File: src/rtl/alu.sv
// -----------------------------------------------------------------------------
// alu
// 64-bit combinational ALU for the Y86-64 SEQ execute stage plus a 3-bit
// condition-code register. Performs add, sub (A - B, i.e. valB - valA), and,
// xor, and produces the flags {ZF, SF, OF}. Add and sub share one ripple-carry
// adder built from 1-bit full-adder cells; B is inverted and the carry-in set
// for sub. The adder carry-out is dropped (Y86 has no carry flag).
//
// Ports (declaration order fixed for positional hookup):
//   A       in  64  signed operand A (valB)
//   B       in  64  signed operand B (valA)
//   ctrl    in  2   00 add, 01 sub, 10 and, 11 xor
//   ans     out 64  signed result, combinational
//   cond    out 3   combinational flags [2]=ZF [1]=SF [0]=OF
//   clock   in  1   rising-edge clock for the CC register
//   reset   in  1   synchronous active-high reset of the CC register (-> 3'b100)
//   set_cc  in  1   load cond into the CC register on the next rising edge
//   cc      out 3   registered flags, same layout as cond
//
// Configuration macro: ALU_CC_REG_EN
//   defined   : cc is a register (reset has priority over set_cc)
//   undefined : cc is wired straight to cond; clock/reset/set_cc are ignored
// -----------------------------------------------------------------------------

// 1-bit full-adder cell used to build the ripple-carry adder.
module alu_fa (
  input  logic i_a,
  input  logic i_b,
  input  logic i_c,
  output logic o_s,
  output logic o_c
);
  assign o_s = i_a ^ i_b ^ i_c;
  assign o_c = (i_a & i_b) | (i_c & (i_a ^ i_b));
endmodule

module alu (
  input  logic signed [63:0] A,
  input  logic signed [63:0] B,
  input  logic        [1:0]  ctrl,
  output logic signed [63:0] ans,
  output logic        [2:0]  cond,
  input  logic               clock,
  input  logic               reset,
  input  logic               set_cc,
  output logic        [2:0]  cc
);

  typedef enum logic [1:0] {
    OP_ADD = 2'b00,
    OP_SUB = 2'b01,
    OP_AND = 2'b10,
    OP_XOR = 2'b11
  } alu_op_e;

  localparam logic [2:0] CC_RESET = 3'b100;

  alu_op_e     w_op;
  logic        w_sub;
  logic [63:0] w_b_in;
  logic [64:0] w_carry;
  logic [63:0] w_sum;
  logic        w_zf;
  logic        w_sf;
  logic        w_of;

  assign w_op  = alu_op_e'(ctrl);
  assign w_sub = (w_op == OP_SUB);

  // Subtraction as A + ~B + 1: invert B and inject the +1 as carry-in.
  assign w_b_in     = B ^ {64{w_sub}};
  assign w_carry[0] = w_sub;

  for (genvar i = 0; i < 64; i++) begin : g_rca
    alu_fa u_fa (
      .i_a (A[i]),
      .i_b (w_b_in[i]),
      .i_c (w_carry[i]),
      .o_s (w_sum[i]),
      .o_c (w_carry[i+1])
    );
  end

  // NOTE: every output of a combinational block gets a default before the
  // case so no path leaves it unassigned and no latch is inferred.
  always_comb begin
    ans  = '0;
    w_of = 1'b0;
    unique case (w_op)
      OP_ADD: begin
        ans  = w_sum;
        w_of = (A[63] == B[63]) && (w_sum[63] != A[63]);
      end
      OP_SUB: begin
        ans  = w_sum;
        // Overflow of A - B: operands of opposite sign and result sign
        // differs from A.
        w_of = (A[63] != B[63]) && (w_sum[63] != A[63]);
      end
      OP_AND: ans = A & B;
      OP_XOR: ans = A ^ B;
      default: ;
    endcase
  end

  assign w_zf = (ans == 64'd0);
  assign w_sf = ans[63];
  assign cond = {w_zf, w_sf, w_of};

`ifdef ALU_CC_REG_EN
  logic [2:0] r_cc;

  // NOTE: state is updated with non-blocking assignments so every register
  // samples pre-edge values regardless of block evaluation order.
  // NOTE: reset is synchronous and checked first, so it overrides set_cc.
  always_ff @(posedge clock) begin
    if (reset) begin
      r_cc <= CC_RESET;
    end else if (set_cc) begin
      r_cc <= cond;
    end
  end

  assign cc = r_cc;

  // Adder carry-out has no consumer (no carry flag).
  logic w_unused;
  assign w_unused = w_carry[64];
`else
  // No register: cc mirrors cond, and the clocking inputs and the adder
  // carry-out are intentionally left without a consumer.
  assign cc = cond;

  logic w_unused;
  assign w_unused = &{1'b0, clock, reset, set_cc, w_carry[64], CC_RESET};
`endif

endmodule

File: config.mk
export PLATFORM = sky130hd
export DESIGN_NAME = alu
export DESIGN_NICKNAME = d
export VERILOG_FILES = /design/src/rtl/alu.sv
export SDC_FILE = /design/constraint.sdc
export NUM_CORES = 1
export LEC_CHECK = 0
export BUFFER_PORTS_ARGS = -buffer_cell sky130_fd_sc_hd__buf_2
export CORE_MARGIN = 8
export CORE_UTILIZATION = 45
export DETAILED_ROUTE_END_ITERATION = 16
export PLACE_DENSITY = 0.83
export SLEW_MARGIN = 25
export SYNTH_ARGS = -nofsm -noshare
export SYNTH_HDL_FRONTEND = slang
export SYNTH_SLANG_ARGS = --single-unit
File: constraint.sdc
create_clock -name vclk -period 61.6
set_clock_uncertainty 0.2 [all_clocks]
set_input_delay 15.4 -clock vclk [all_inputs]
set_output_delay 15.4 -clock vclk [all_outputs]
set_load 0.01 [all_outputs]
==> summary.md <==
| Metric | Value |
|---|---|
| Status | finished clean |
| Vias | 3917 |
| Seq. cell area | 0 sq um |
| Routed vias/inst | 5.21 |
| Area delta synth->final | 22.2% |
| Initial DRC count | 158 |
| Critical Path Max Stage Delay | 560 ps |
| Sw Ratio | 0.558 |
| Share of layout cells above drive strength 1 | 0.336 |
| PortBufs | 200 |
| Psw | 36.7 uW |
| Crit path time final | 60090 ps |
| Total global routing overflow | 0 |
| Row Count | 36 |
| Top cells by count, synth | 120 x mux2i_1, 64 x ha_1, 63 x inv_1 |
| Cell family with most CP delay | adder cells |
| Ant diodes | 0 |
| Drt pass-1 iters | 4 |
| Comb pwr share | 1.000 |
| Fillers | 887 |
| Starting density of the core | 0.463 |
| Die area | 13500 sq um |
| Worst EP arrival | 44490 ps |
| # Post-CTS Setup Buffers | 0 |
| Ranking of synthesized cells by area | fa_1 28%, mux2i_1 27%, ha_1 18% |
| Boundary pin count | 203 |
| Period utilization | 0.975 |
| Die Y | 116 microns |
| Die X-Extent | 116 microns |
| Final setup fails | 0 |
| Max-slew violation count | 0 |
| P per Cell Area | 12.0 nW/um^2 |
| Least-Margin Pin Slew | 661 ps |
| Post-route ant nets | 0 |
| Cts hold-fix bufs | 0 |
| Wirelength per Cell | 17.5 microns |
| CP Launch Type | input port |
| Clock Buffer Count | 0 |
| RSZ-0062 raised after global routing | no |
| Most common cell in the netlist | mux2i_1 |
| Mapped Nets | 703 |
| Post-synth top area share | 0.275 |
| Fin Setup TNS | 0 ps |
| Total track usage | 0.194 |
| Core area | 9730 sq um |
| Buf/Inv on CP | 7 |
| Vias in the first global route | 4455 |
| Slew HR | 0.559 |
| Syn Area/Cell | 10.2 sq um |
| Final Hold Slack | 31100 ps |
| Seq pwr share | 0 |
| Largest net degree at the start of global routing | 39 |
| Pint | 29.1 uW |
| Seq Cell Count | 0 |
| Required @ worst endpoint | 46000 ps |
| Resized Gates After CTS | 0 |
| Worst Path Class, Setup | input port to primary output |
| Dominant cell type by area after synthesis | fa_1 |
| Crit path max fanout | 38 |
| Initial antenna violation count | 0 |
| Total Wirelength | 13200 microns |
| Clk pwr share | 0 |
| Static Leak | 0.00300 uW |
| Final #Nets | 880 |
| Critical Path Sink Type | primary output |
| Post-Syn Instances | 444 |
| HP Class | input port to primary output |
| Final Hold Vio Count | 0 |
| Critical path's slowest cell | or4_1 |
| Maximum VDD drop | 6.59 uV |
| Synth Cell Area | 4510 sq um |
| Max Clock Freq | 0.0166 GHz |
| Distinct cells, synth | 25 |
| Post-synthesis sequential area ratio | 0 |
| DR DRC count | 0 |
| Yosys warns | 0 |
| Detail Placement HPWL | 11700 microns |
| First-pass GRT wire length | 21400 microns |
| RePlAce Congestion | 0.854 |
| CP dominant cell by count | fa_1 |
| Max_cap viols | 0 |
routing by layer:
metal / GRT usage / vias up / wire (microns)
met5: 0 / - / 0
met4: 0.0441 / 0 / 289
met3: 0.0323 / 28 / 995
met2: 0.365 / 157 / 6920
met1: 0.221 / 1884 / 4980
li1: - / 1848 / -
path summary, 6_finish.rpt:
| check | cells past startpoint | startpoint | slack, ps | endpoint |
|---|---|---|---|---|
| max | 75 | ctrl[0] | 1510 | cond[2] |
| min | 5 | B[63] | 31100 | cond[0] |
cell usage in the layout, fill, tap and decap left out, types with 2 or more instances in the layout:
| cell type | synthesis | layout |
|---|---|---|
| xnor2_1 | 58 | 58 |
| a21oi_1 | 6 | 6 |
| buf_4 | 11 | 6 |
| nor4_1 | 14 | 14 |
| xor2_1 | 6 | 6 |
| buf_2 | 10 | 198 |
| mux2i_1 | 120 | 120 |
| mux2_2 | 2 | 2 |
| nand2b_1 | 3 | 3 |
| fa_1 | 62 | 62 |
| nand4_1 | 4 | 4 |
| ha_1 | 64 | 64 |
| inv_1 | 63 | 63 |
| nor2_1 | 5 | 5 |
power groups by stage:
stage	Combinational, uW	Clock (uW)	Sequential, uW
5_1_grt	74.0	0	0
2_1_floorplan	41.6	0	0
3_3_place_gp	63.2	0	0
6_report	65.9	0	0
3_5_place_dp	66.7	0	0
4_1_cts	67.0	0	0
logic make-up (layout without fill, tap and decap cells):
group | count (synthesis) | in the layout | share of synthesized area
simple gates | 33 | 33 | 0.0436
xor+xnor | 64 | 64 | 0.124
buf+inv | 92 | 267 | 0.0994
compound gates | 7 | 7 | 0.00805
mux | 122 | 122 | 0.272
fa+ha+maj | 126 | 126 | 0.453
metrics by stage:
stage	cell area, sq um	utilization	setup slack (ps)	power (uW)	instances
after floorplan	4510	-	3240	41.6	444
after global placement	5510	0.566	1570	63.2	752
after detailed placement	5510	0.566	1300	66.7	752
after CTS	5510	0.566	1190	67.0	752
after global routing	5510	0.566	302	74.0	752
final	5510	0.566	1510	65.9	752
area by class of cell:
class	count	area, sq um	area share
multi-input cells	352	4070	0.739
repair buffers	204	1040	0.188
inverters	63	236	0.0430
well taps	133	166	0.0302
No activity file was read; power rests on OpenSTA's default activity.
